[src/rtl/mem_port_arbiter.sv]
// mem_port_arbiter: round-robin arbiter and sequencer for the shared LC-3
// memory port. Requester 0 is the CPU, requester 1 is the I/O/DMA engine.
// Flow: IDLE (arbitrate, latch winner) -> ACCESS (hold until mem_ready_i)
// -> RESP (one-cycle ack) -> IDLE.
// Optional build macro MEM_ARB_TIMEOUT_EN: aborts an ACCESS that lasts
// TIMEOUT cycles and reports it with err_o alongside the ack.
module mem_port_arbiter #(
    parameter int ADDR_W  = 16,
    parameter int DATA_W  = 16,
    parameter int TIMEOUT = 255
) (
    input  logic              clk_i,
    input  logic              rst_ni,
    input  logic              req0_i,
    input  logic              req1_i,
    input  logic              we0_i,
    input  logic              we1_i,
    input  logic [ADDR_W-1:0] addr0_i,
    input  logic [ADDR_W-1:0] addr1_i,
    input  logic [DATA_W-1:0] wdata0_i,
    input  logic [DATA_W-1:0] wdata1_i,
    output logic              ack0_o,
    output logic              ack1_o,
    output logic [DATA_W-1:0] rdata0_o,
    output logic [DATA_W-1:0] rdata1_o,
    output logic              err_o,
    output logic              busy_o,
    output logic              grant_id_o,
    output logic              mem_en_o,
    output logic              mem_we_o,
    output logic [ADDR_W-1:0] mem_addr_o,
    output logic [DATA_W-1:0] mem_wdata_o,
    input  logic [DATA_W-1:0] mem_rdata_i,
    input  logic              mem_ready_i
);

    typedef enum logic [1:0] {
        ST_IDLE   = 2'd0,
        ST_ACCESS = 2'd1,
        ST_RESP   = 2'd2
    } state_t;

    state_t            state_q, state_d;
    logic              last_grant_q, last_grant_d;
    logic              grant_id_q, grant_id_d;
    logic              mem_en_q, mem_en_d;
    logic              mem_we_q, mem_we_d;
    logic [ADDR_W-1:0] mem_addr_q, mem_addr_d;
    logic [DATA_W-1:0] mem_wdata_q, mem_wdata_d;
    logic [DATA_W-1:0] rdata0_q, rdata0_d;
    logic [DATA_W-1:0] rdata1_q, rdata1_d;
    logic              ack0_q, ack0_d;
    logic              ack1_q, ack1_d;
    logic              err_q, err_d;
    logic              busy_q, busy_d;
    logic              pick;

`ifdef MEM_ARB_TIMEOUT_EN
    // Counter is at least 8 bits and wide enough to hold TIMEOUT.
    localparam int CNT_W = ($clog2(TIMEOUT + 1) > 8) ? $clog2(TIMEOUT + 1) : 8;
    localparam logic [CNT_W-1:0] CNT_LAST = CNT_W'(TIMEOUT - 1);
    logic [CNT_W-1:0] cnt_q, cnt_d;

    // Access-duration counter register.
    always_ff @(posedge clk_i or negedge rst_ni) begin
        if (!rst_ni) begin
            cnt_q <= '0;
        end else begin
            cnt_q <= cnt_d;
        end
    end
`else
    // TIMEOUT only matters when the abort feature is built in.
    wire unused_timeout = (TIMEOUT == 0);
`endif

    // State and output registers; every output is driven straight from a flop.
    always_ff @(posedge clk_i or negedge rst_ni) begin
        if (!rst_ni) begin
            state_q      <= ST_IDLE;
            last_grant_q <= 1'b1;
            grant_id_q   <= 1'b0;
            mem_en_q     <= 1'b0;
            mem_we_q     <= 1'b0;
            mem_addr_q   <= '0;
            mem_wdata_q  <= '0;
            rdata0_q     <= '0;
            rdata1_q     <= '0;
            ack0_q       <= 1'b0;
            ack1_q       <= 1'b0;
            err_q        <= 1'b0;
            busy_q       <= 1'b0;
        end else begin
            state_q      <= state_d;
            last_grant_q <= last_grant_d;
            grant_id_q   <= grant_id_d;
            mem_en_q     <= mem_en_d;
            mem_we_q     <= mem_we_d;
            mem_addr_q   <= mem_addr_d;
            mem_wdata_q  <= mem_wdata_d;
            rdata0_q     <= rdata0_d;
            rdata1_q     <= rdata1_d;
            ack0_q       <= ack0_d;
            ack1_q       <= ack1_d;
            err_q        <= err_d;
            busy_q       <= busy_d;
        end
    end

    // Next-state logic: arbitration in IDLE, completion/abort in ACCESS.
    always_comb begin
        state_d      = state_q;
        last_grant_d = last_grant_q;
        grant_id_d   = grant_id_q;
        mem_en_d     = mem_en_q;
        mem_we_d     = mem_we_q;
        mem_addr_d   = mem_addr_q;
        mem_wdata_d  = mem_wdata_q;
        rdata0_d     = rdata0_q;
        rdata1_d     = rdata1_q;
        ack0_d       = 1'b0;
        ack1_d       = 1'b0;
        err_d        = 1'b0;
        busy_d       = busy_q;
`ifdef MEM_ARB_TIMEOUT_EN
        cnt_d        = cnt_q;
`endif
        // Contested: serve whoever did not win last; otherwise the lone requester.
        pick = (req0_i && req1_i) ? ~last_grant_q : req1_i;

        case (state_q)
            ST_IDLE: begin
                busy_d = 1'b0;
                if (req0_i || req1_i) begin
                    grant_id_d   = pick;
                    last_grant_d = pick;
                    mem_addr_d   = pick ? addr1_i  : addr0_i;
                    mem_wdata_d  = pick ? wdata1_i : wdata0_i;
                    mem_we_d     = pick ? we1_i    : we0_i;
                    mem_en_d     = 1'b1;
                    busy_d       = 1'b1;
                    state_d      = ST_ACCESS;
`ifdef MEM_ARB_TIMEOUT_EN
                    cnt_d        = '0;
`endif
                end
            end
            ST_ACCESS: begin
                // Requester inputs are deliberately ignored here.
                if (mem_ready_i) begin
                    mem_en_d = 1'b0;
                    mem_we_d = 1'b0;
                    if (!mem_we_q) begin
                        if (grant_id_q) rdata1_d = mem_rdata_i;
                        else            rdata0_d = mem_rdata_i;
                    end
                    ack0_d  = ~grant_id_q;
                    ack1_d  = grant_id_q;
                    state_d = ST_RESP;
                end
`ifdef MEM_ARB_TIMEOUT_EN
                else if (cnt_q == CNT_LAST) begin
                    // TIMEOUT-th ACCESS cycle without ready: abort, keep rdata.
                    mem_en_d = 1'b0;
                    mem_we_d = 1'b0;
                    ack0_d   = ~grant_id_q;
                    ack1_d   = grant_id_q;
                    err_d    = 1'b1;
                    state_d  = ST_RESP;
                end else begin
                    cnt_d = cnt_q + 1'b1;
                end
`endif
            end
            ST_RESP: begin
                busy_d  = 1'b0;
                state_d = ST_IDLE;
            end
            default: begin
                state_d  = ST_IDLE;
                mem_en_d = 1'b0;
                mem_we_d = 1'b0;
                busy_d   = 1'b0;
            end
        endcase
    end

    assign ack0_o      = ack0_q;
    assign ack1_o      = ack1_q;
    assign rdata0_o    = rdata0_q;
    assign rdata1_o    = rdata1_q;
    assign err_o       = err_q;
    assign busy_o      = busy_q;
    assign grant_id_o  = grant_id_q;
    assign mem_en_o    = mem_en_q;
    assign mem_we_o    = mem_we_q;
    assign mem_addr_o  = mem_addr_q;
    assign mem_wdata_o = mem_wdata_q;

endmodule

[config.mk]
export PLATFORM = sky130hd
export DESIGN_NAME = mem_port_arbiter
export DESIGN_NICKNAME = d
export VERILOG_FILES = /design/src/rtl/mem_port_arbiter.sv
export SDC_FILE = /design/constraint.sdc
export NUM_CORES = 1
export LEC_CHECK = 0
export ABC_CLOCK_PERIOD_IN_PS = 2400
export BUFFER_PORTS_ARGS = -buffer_cell sky130_fd_sc_hd__buf_2
export CORE_UTILIZATION = 45
export DETAILED_ROUTE_END_ITERATION = 6
export PLACE_DENSITY = 0.88
export SETUP_SLACK_MARGIN = 0.15
export SLEW_MARGIN = 10
export SYNTH_ARGS = -nofsm -noshare
export SYNTH_HDL_FRONTEND = slang
export SYNTH_SLANG_ARGS = --single-unit
[constraint.sdc]
create_clock -name clk_i -period 2.4 [get_ports clk_i]
set_clock_uncertainty 0.1 [all_clocks]
set_input_delay 0.48 -clock clk_i [delete_from_list [all_inputs] [get_ports clk_i]]
set_output_delay 0.48 -clock clk_i [all_outputs]
set_load 0.02 [all_outputs]
# After elaboration in Yosys (flattened, before gate mapping)

Cells that the tools add are included.

Flip-flop bits (word level): 73
Bits of input ports: 87

Reductions and logical operators: 8
Multiplexer cells: 18
Equality and inequality tests: 4
Bitwise operators: 4

Operator list:

| kind               | number |
|---|---|
| $mux 16            | 2 |
| $mux 1             | 10 |
| $reduce_and 4->1   | 2 |
| $pmux 1 s3         | 2 |
| $mux 2             | 2 |
| $ne 2x2->1 const B | 2 |
| $not 1->1          | 4 |
| $pmux 2 s2         | 1 |
| $reduce_and 2->1   | 2 |
| $reduce_and 3->1   | 1 |
| $eq 2x1->1 const B | 1 |
| $eq 2x2->1 const B | 1 |
| $logic_not 2->1    | 1 |
| $pmux 1 s2         | 1 |
| $logic_and 1x1->1  | 1 |
| $logic_or 1x1->1   | 1 |

# Depth between registers and ports, before layout

Gate-level depths: netlist of run 1.

Depth in word-level cells: 5
Depth in mapped cells: 5
Mapped depth without buffers: 3

# Worst setup path after synthesis of run 1

OpenSTA, ideal clock, no wires.

Kind: register to register
Start point: register grant_id_q, in the netlist grant_id_o
End point: register rdata1_q[10], in the netlist rdata1_o[10]
Data arrival time: 1.491 ns
Setup time: 0.125 ns
Stages on the path, launching flop included: 6
Required time: 2.175 ns
Setup slack: 0.684 ns
Path buffers: 2
Path through: dfrtp_1 inv_1 or3_1 buf_6 buf_12 mux2_4

Longest elaborated chain between the ends: 1

Ends and longest elaborated chain:

| what                              | line | RTL |
|---|---|---|
| from (decl)                       | 45   | `logic grant_id_q, grant_id_d;` |
| from (signal assigned)            | 96   | `grant_id_q <= grant_id_d;` |
| $reduce_and 4->1 (no source line) | n/a  |  |
| to (signal assigned)              | 102  | `rdata1_q <= rdata1_d;` |
| to (decl)                         | 51   | `logic [DATA_W-1:0] rdata1_q, rdata1_d;` |

Every way passes these cells.
A chain may end at the register's enable or synchronous reset.

# Worst setup path after layout of run 1

Start point: register last_grant_q
End point: register mem_addr_q[1], in the netlist mem_addr_o[1]

Longest elaborated chain between the ends: 3

Ends and longest elaborated chain:

| what                   | line | RTL |
|---|---|---|
| from (decl)            | 44   | `logic last_grant_q, last_grant_d;` |
| from (signal assigned) | 95   | `last_grant_q <= last_grant_d;` |
| $not 1->1              | 129  | `pick = (req0_i && req1_i) ? ~last_grant_q : req1_i;` |
| $mux 1                 | 129  |  |
| $mux 16                | 137  | `mem_addr_d = pick ? addr1_i : addr0_i;` |
| to (signal assigned)   | 99   | `mem_addr_q <= mem_addr_d;` |
| to (decl)              | 48   | `logic [ADDR_W-1:0] mem_addr_q, mem_addr_d;` |

Every way passes these cells.

==> metrics.md, run 1 <==
| Metric | Value |
|---|---|
| Final setup margin | 504 ps |
| Hold Crit Class | input port to async pin |
| # rows | 30 |
| Critical path's slowest cell | dfstp_2 |
| Post-cts hold buffer count | 0 |
| Skew-Pair Late Insertion Delay | 330 ps |
| Synth top area share | 56.0% |
| CTS tree | done |
| Slowest cell delay on critical path | 540 ps |
| Initial antenna violation count | 0 |
| CP Capture Type | flop |
| Endpoints failing hold | 0 |
| IO Port Bufs | 156 |
| DR WL/cell | 14.4 um |
| Worst hold margin | 49.1 ps |
| DRT Pass-1 Iters | 4 |
| Power Density | 1390 nW/um2 |
| DRT antenna net count | 0 |
| Register bit count reported by yosys | 73 |
| Seq/Total Area, Yosys | 56.8% |
| Num CTS Buffers | 9 |
| Area grow syn2layout | 34.5% |
| Mean Syn Cell Area | 15.8 um2 |
| Peak supply drop | 0.000805 V |
| Status | complete, no violations |
| WS Path Type | flop to flop |
| Post-synth EDFFs | 0 |
| Synthesized area | 3220 um2 |
| Synth top area cells | dfrtp_1 (56%), mux2_2 (30%), mux2_4 (4.7%), buf_6 (1.8%), mux2i_1 (1.2%) |
| Final WL | 6720 um |
| RSZ-0062 raised after global routing | false |
| Tmin final | 1900 ps |
| Mapped Cells | 204 |
| Clk slew on worst S/H paths | 90 ps |
| Synth top cells by count | mux2_2 (86), dfrtp_1 (72), mux2_4 (10) |
| Crit path arrival time | 2000 ps |
| Final net count | 452 |
| Die Ht | 86.6 um |
| Worst Setup Start Kind | flop |
| Ys async rst share | 100% |
| Pins Over Slew Limit | 0 |
| Largest area contributor in the netlist | dfrtp_1 |
| Req. time, crit path | 2510 ps |
| Starting Density | 47.1% |
| Post-CTS Setup Inserts | 0 |
| First-pass GRT wire length | 11000 um |
| F_max | 0.528 GHz |
| CP bufs+invs | 1 |
| Share of cells above drive strength 1 | 75.1% |
| H-tree depth | 3 |
| Most frequent cell after synthesis | mux2_2 |
| Crit-path cells | a21bo_2 > buf_12 > mux2_2 > mux2_2 |
| Largest net degree at the start of global routing | 74 |
| LEAKAGE | 0.00219 uW |
| Post-cts resize count | 0 |
| Drt drc | 0 |
| Final setup vio count | 0 |
| CTS Buffer Depth | 2 |
| Distinct cells, synth | 21 |
| Clk sinks | 73 |
| Vias/cell | 4.73 |
| CORE AREA | 6830 um2 |
| Syn_nets | 291 |
| Vias | 2203 |
| Placer Congestion | 0.744 |
| DP HPWL | 4940 um |
| Total of max-cap violations | 0 |
| Worst-path maximum fanout | 27 |
| Final Instance Area | 4330 um2 |
| Final period utilization | 79.0% |
| Most frequent cell on the critical path | mux2_2 |
| Top_reg_cell synth | dfrtp_1 |
| Detailed Route Iter0 Violations | 57 |
| Antenna diodes | 0 |
| Total grt overflow | 0 |
| YS warnings | 0 |
| Die X | 86.6 um |
| I/O Pins | 158 |
| Setup TNS | 0 ps |
| Setup slack at placement | 374 ps |
| Root Buffer | clkbuf_8 |
| Crit path max-delay family | multiplexers |
| Number of global-route vias before repair | 2386 |
| Placed inst area | 4080 um2 |
| GR Util All Layers | 19.1% |
| Die footprint | 7490 um2 |
-- cell type report --
cell class	instances	area, um2
repair buffers	162	851
flip-flops and latches	73	1830
inverters	4	15.0
clock inverters	6	116
fillers	567	2510
well taps	96	120
multi-input cells	115	1270
clock buffers	10	128
-- per-stage QoR --
step | utilization (%) | cells | total power (uW)
2_1_floorplan | - | 204 | 4030
3_3_place_gp | 59.7 | 450 | 4820
3_5_place_dp | 59.7 | 450 | 4920
4_1_cts | 63.3 | 466 | 6100
5_1_grt | 63.3 | 466 | 6370
6_report | 63.3 | 466 | 6020
-- power breakdown --
group	total [uW]	internal (uW)	switching [uW]
Sequential	2160	1850	312
Combinational	2700	1240	1460
Clock	1150	697	458
-- sequential cells by signal, indices dropped and copies added (netlist names) --
signal and cells:
busy_o 1, rdata0_o 16, mem_wdata_o 16, mem_we_o 1, rdata1_o 16, mem_en_o 1, ack1_o 1, state_q 2
last_grant_q 1, mem_addr_o 16, grant_id_o 1, ack0_o 1
-- worst paths after layout --
path,startpoint,cells after the start,to,slack [ps]
worst max-delay path,last_grant_q,4,mem_addr_o[1],500
worst min-delay path,rst_ni,2,rdata1_o[14],50
worst max register to register,last_grant_q,4,mem_addr_o[1],500
worst min register to register,last_grant_q,2,last_grant_q,380
max in group asynchronous,rst_ni,2,last_grant_q,1800
min in group clk_i,mem_rdata_i[0],2,rdata1_o[0],280
-- cell usage in the layout, fill, tap and decap left out, types with 2 or more instances in the layout --
cell / netlist / routed
nor3_2: 1 / 2
clkinv_4: 0 / 3
buf_4: 2 / 4
buf_2: 4 / 156
a21o_1: 3 / 3
buf_12: 1 / 2
mux2_4: 10 / 10
inv_1: 4 / 4
dfrtp_1: 72 / 72
mux2i_1: 4 / 4
mux2_2: 86 / 86
bufinv_16: 0 / 3
clkbuf_8: 0 / 9
nor2_1: 3 / 3
-- logic make-up after synthesis --
logic type | synth area share, %
and+or+nand+nor | 1.94
muxes | 36.0
buffers and inverters | 3.93
AOI/OAI and AO/OA | 1.17
DFF | 56.8
other | 0.117
-- metal layers --
layer	vias up	global-route usage (%)	part of all wire (%)
met2	81	32.5	52
met3	17	4.19	4.9
met1	1063	22.8	40
li1	1042	-	-
met4	0	9.70	2.6
met5	-	0	0
Note: power is estimated with default switching activity, not from simulation.
==> inputs of run 2 (changes only) <==
Settings changed: ABC_CLOCK_PERIOD_IN_PS 2400 to 1500, CORE_UTILIZATION 45 to 41, PLACE_DENSITY 0.88 to 0.84.
Clock period 2.4 ns to 1.5 ns, I/O delays scaled along.
==> run 2 against run 1 <==
Net effect: the flow now finishes with violations (negative setup slack); fmax is 9.9% higher; setup slack worse by 730 ps; clock-buffer cell count is 1 lower; critical path type unchanged.
==> metrics.md, run 2 (synthesis gave the netlist of run 1 again) <==
| Metric | Value |
|---|---|
| Status | finished, violations left |
| Failing checks | negative setup slack |
| Pins Over Slew Limit | 0 (unchanged) |
| Power Density | 2180 nW/um2 (+57%) |
| Final period utilization | 115% (+36 points) |
| Endpoints failing hold | 0 (unchanged) |
| # rows | 31 (+3.3%) |
| Antenna diodes | 0 (unchanged) |
| Worst Min Path Start | mem_rdata_i[5] |
| Met2 Use GR | 36.6% (+4.1 points) |
| P_sw | 4010 uW (+80%) |
| Int Pwr | 6940 uW (+83%) |
| Hold Crit Class | input port to flop |
| Peak supply drop | 0.00136 V (+69%) |
| Largest net degree at the start of global routing | 36 (-51%) |
| Clk sinks | 73 (unchanged) |
| Worst Setup Start Kind | flop |
| Area grow syn2layout | 55.9% |
| WHS Endpoint | rdata1_o[5] |
| Placer Congestion | 0.719 (-3.4%) |
| CTS Buffer Depth | 2 (unchanged) |
| IO Port Bufs | 156 (unchanged) |
| Placed inst area | 4210 um2 (+3.1%) |
| Final net count | 479 (+6.0%) |
| Combinational group share of total power | 52.2% (+7.3 points) |
| Tmin final | 1730 ps (-170 ps) |
| Sequential share of power | 32.4% (-3.5 points) |
| Num CTS Buffers | 9 (unchanged) |
| FF-to-FF Start | last_grant_q |
| Met3 Use GR | 6.06% (+1.9 points) |
| Reg2reg path depth | 4 (unchanged) |
| Crit path arrival time | 1850 ps (-150 ps) |
| Most frequent cells in the layout | buf_2 (152), mux2_4 (86), dfrtp_1 (69) |
| F_max | 0.580 GHz (+9.9%) |
| Most common cell after layout, fill and taps aside | buf_2 |
| DRT Pass-1 Iters | 5 (+1) |
| GRT met1 Usage | 26.1% (+3.3 points) |
| Vias/cell | 4.86 (+2.8%) |
| Setup TNS | -9410 ps (-9410 ps) |
| Share of cells above drive strength 1 | 78.1% (+3.0 points) |
| Final Util | 67.7% (+4.4 points) |
| CORE AREA | 7410 um2 (+8.4%) |
| Starting Density | 43.4% (-3.7 points) |
| Grt peak-use layer | met2 |
| Total of max-cap violations | 0 (unchanged) |
| Hold depth | 2 |
| Initial antenna violation count | 0 (unchanged) |
| Final Instance Area | 5020 um2 (+16%) |
| DR WL/cell | 16.9 um (+17%) |
| I/O Pins | 158 (unchanged) |
| Number of global-route vias before repair | 2611 (+9.4%) |
| Skew-Pair Late Insertion Delay | 330 ps (about the same) |
| WS Path Type | flop to flop |
| Drt drc | 0 (unchanged) |
| RSZ-0062 raised after global routing | true |
| First-pass GRT wire length | 13500 um (+23%) |
| Die X | 90.6 um (+4.7%) |
| Final WL | 8370 um (+25%) |
| Req. time, crit path | 1620 ps (-890 ps) |
| Vias | 2411 (+9.4%) |
| GR Util All Layers | 21.0% (+2.0 points) |
| CTS tree | done |
| DP HPWL | 5110 um (+3.4%) |
| Total grt overflow | 0 (unchanged) |
| FF-to-FF End | mem_addr_o[9] |
| H-tree depth | 3 (unchanged) |
| Clk slew on worst S/H paths | 80 ps (about the same) |
| Final setup margin | -225 ps (-730 ps) |
| Root Buffer | clkbuf_8 |
| Detailed Route Iter0 Violations | 59 (+3.5%) |
| R2r setup slk | -230 ps (-730 ps) |
| Worst-path maximum fanout | 7 (-74%) |
| LEAKAGE | 0.00268 uW (+23%) |
| Clock Power Share | 15.4% (-3.8 points) |
| DRT antenna net count | 0 (unchanged) |
| Setup slack at placement | -221 ps (-595 ps) |
| Worst hold margin | 103 ps (+54.2 ps) |
| Net switching share of the total power | 36.6% (-0.36 points) |
| Final setup vio count | 65 (+65) |
| CP Capture Type | flop |
| Die Ht | 90.6 um (+4.7%) |
| Die footprint | 8200 um2 (+9.5%) |
[run 2: how the worst max path moves through the flow]
stage / cells after the start / end / slack [ps] / start
finish: 4 / mem_addr_o[9] / -230 / last_grant_q
global route: 4 / mem_addr_o[9] / -260 / last_grant_q
CTS: 4 / mem_addr_o[13] / -220 / last_grant_q
detailed placement: 4 / mem_addr_o[9] / -220 / last_grant_q
global placement: 4 / mem_addr_o[9] / -180 / last_grant_q
floorplan: 5 / mem_addr_o[0] / -170 / last_grant_q
[run 2: metrics by stage]
stage	instances	power, uW
finish	496	11000
global route	496	11500
CTS	492	10700
detailed placement	464	8070
global placement	464	7900
floorplan	204	6460
[run 2: per-layer routing]
metal / vias to the layer above / part of all wire (%)
met1: 1205 / 42
met2: 102 / 52
met4: 0 / 0.66
li1: 1098 / -
met3: 6 / 5.8
met5: - / 0
[run 2: power groups by stage]
stage,registers [uW],clock network [uW],logic [uW]
4_1_cts,3520,1730,5460
5_1_grt,3670,1820,6050
6_report,3550,1680,5720
3_3_place_gp,3460,0,4430
3_5_place_dp,3500,0,4570
2_1_floorplan,4670,0,1790
[run 2: final cells by class]
cell class                      instances  area, um2
Sequential cell                        73       1830
Timing Repair Buffer                  189       1250
Inverter                                4       15.0
Clock inverter                          7       95.1
Multi-Input combinational cell        115       1580
Tap cell                               99        124
Clock buffer                            9        124
Fill cell                             526       2390
[run 2: what timing repair did]
action | CTS | global route
cloned | 4 | 1
buffers inserted | 7 | 3
resized for setup | 74 | 28
pin swaps | 1 | 1
endpoints found under the setup margin | 69 | 71
endpoints found under the hold margin | 18 | 0
hold buffers | 1 | 0
[run 2: critical path: stages (launching register included)]
cell and delay [ps]:
dfstp_2 540, a21bo_4 210, clkbuf_16 190, mux2_4 310
mux2_4 260
==> inputs of run 3 (changes only) <==
Settings changed: CELL_PAD_IN_SITES_DETAIL_PLACEMENT set to 1, CELL_PAD_IN_SITES_GLOBAL_PLACEMENT set to 2, CORE_UTILIZATION 41 to 26.
==> run 3 against run 2 <==
Net effect: the run still ends with negative setup slack left; final cell count increased by 9.1%; global-route usage down 6.7 points; fmax up 1.0%; register-to-register slack better by 20 ps; die area is 56% higher; non-clock buffer count down 3; via count fell by 1.9%; routed wire length grew 4.7%; final area decreased by 1.4%; critical path type unchanged; largest cell class unchanged.
==> metrics.md, run 3 (synthesis gave the netlist of run 1 again) <==
| Metric | Value |
|---|---|
| Grt peak-use layer | met2 |
| Peak supply drop | 0.000878 V (-35%) |
| Most frequent cell on the critical path | mux2_2 |
| Largest net degree at the start of global routing | 31 (-14%) |
| Total of max-cap violations | 0 (unchanged) |
| # placed instances | 510 (+9.9%) |
| Detailed Route Iter0 Violations | 56 (-5.1%) |
| I/O Pins | 158 (unchanged) |
| Number of global-route vias before repair | 2647 (+1.4%) |
| First-pass GRT wire length | 13900 um (+2.5%) |
| Placed inst area | 4270 um2 (+1.4%) |
| Clk slew on worst S/H paths | 60 ps (-20 ps) |
| CORE AREA | 12000 um2 (+62%) |
| Status | finished, violations left |
| Final WL | 8770 um (+4.7%) |
| Worst Setup Start Kind | flop |
| Drt drc | 0 (unchanged) |
| Final period utilization | 114% (-1.1 points) |
| LEAKAGE | 0.00247 uW (-8.1%) |
| Final setup margin | -208 ps (+17.0 ps) |
| R2r setup slk | -210 ps (+20 ps) |
| Num CTS Buffers | 9 (unchanged) |
| Share of cells above drive strength 1 | 77.7% (-0.42 points) |
| Clk sinks | 73 (unchanged) |
| CP bufs+invs | 1 (unchanged) |
| Endpoints failing hold | 0 (unchanged) |
| Starting Density | 26.8% (-17 points) |
| WS Path Type | flop to flop |
| DRT Pass-1 Iters | 4 (-1) |
| Tmin final | 1710 ps (-17.0 ps) |
| Power Density | 2280 nW/um2 (+4.5%) |
| Critical path's slowest cell | dfstp_2 |
| Worst hold margin | 111 ps (+7.55 ps) |
| DR WL/cell | 16.2 um (-4.0%) |
| Final net count | 476 (-0.63%) |
| Area grow syn2layout | 53.7% |
| Crit path max-delay family | multiplexers |
| Final Instance Area | 4940 um2 (-1.4%) |
| Root Buffer | clkbuf_16 |
| # rows | 40 (+29%) |
| Skew-Pair Late Insertion Delay | 330 ps (about the same) |
| Die footprint | 12800 um2 (+56%) |
| Crit path arrival time | 1830 ps (-20 ps) |
| FF/Latch Area | 1830 um2 (unchanged) |
| Final Util | 41.2% (-27 points) |
| Placer Congestion | 0.673 (-6.4%) |
| Initial antenna violation count | 1 (+1) |
| Non-filler instance count after layout | 541 (+9.1%) |
| Multi-input gate area | 1360 um2 (-14%) |
| CP Capture Type | flop |
| GRT met1 Usage | 16.3% (-9.8 points) |
| Failing checks | negative setup slack |
| Worst-path maximum fanout | 26 (+19) |
| Most common cell after layout, fill and taps aside | buf_2 |
| RSZ-0062 raised after global routing | true |
| Hold Crit Class | input port to flop |
| Met3 Use GR | 5.36% (-0.70 points) |
| H-tree depth | 3 (unchanged) |
| DRT antenna net count | 0 (unchanged) |
| DP HPWL | 6050 um (+19%) |
| Die X | 113 um (+25%) |
| Crit-path cells | a21bo_4 > buf_12 > mux2_2 > mux2_2 |
| Met2 Use GR | 24.6% (-12 points) |
| Slowest cell delay on critical path | 530 ps (about the same) |
| CTS Buffer Depth | 2 (unchanged) |
| GR Util All Layers | 14.3% (-6.7 points) |
| CTS tree | done |
| Req. time, crit path | 1620 ps (about the same) |
| Vias/cell | 4.37 (-10%) |
| Antenna diodes | 0 (unchanged) |
| Vias | 2366 (-1.9%) |
| Total grt overflow | 0 (unchanged) |
| F_max | 0.585 GHz (+1.0%) |
| Setup TNS | -9980 ps (-566 ps) |
| Final setup vio count | 65 (unchanged) |
| Pins Over Slew Limit | 0 (unchanged) |
| Fillers | 1291 (+150%) |
| Most frequent cells in the layout | buf_2 (153), mux2_2 (69), dfrtp_1 (69) |
| Die Ht | 113 um (+25%) |
| IO Port Bufs | 156 (unchanged) |
## run 3: repair_timing
| action | 4_1_cts | 5_1_grt |
|---|---|---|
| pin swaps | 1 | 0 |
| setup buffers | 8 | 3 |
| gates resized for setup | 31 | 14 |
| cloned | 3 | 0 |
| setup endpoints to repair | 69 | 71 |
| endpoints found under the hold margin | 19 | 0 |
| hold buffers | 1 | 0 |
## run 3: layout make-up
cell class,count,area share (%)
Sequential cell,73,37.0
Multi-Input combinational cell,115,27.4
Timing Repair Buffer,186,24.6
Clock buffer,9,4.55
Tap cell,147,3.72
Clock inverter,7,2.40
Inverter,4,0.304
## run 3: path summary, 6_finish.rpt
kind / from / to / depth (start not counted)
max: last_grant_q / mem_addr_o[4] / 4
min: mem_rdata_i[6] / rdata0_o[6] / 2
max in group asynchronous: rst_ni / last_grant_q / 3
min reg2reg: busy_o / busy_o / 1
max reg2reg: last_grant_q / mem_addr_o[4] / 4
min in group asynchronous: rst_ni / rdata0_o[2] / 2
## run 3: power by group
| group | internal [uW] | switching (uW) |
|---|---|---|
| Clock | 1620 | 859 |
| Sequential | 2980 | 549 |
| Combinational | 2680 | 2600 |
| Total | 7290 | 4000 |
## run 3: per-layer routing
metal	wire [um]	vias up
li1	-	1085
met1	3570	1156
met2	4380	110
met3	686	13
met4	121	2
met5	13	-
## run 3: through the flow
| stage | power [uW] | setup WS [ps] |
|---|---|---|
| finish | 11300 | -208 |
| global route | 11900 | -256 |
| CTS | 11300 | -213 |
| detailed placement | 8150 | -235 |
| global placement | 7990 | -204 |
| floorplan | 6460 | -173 |
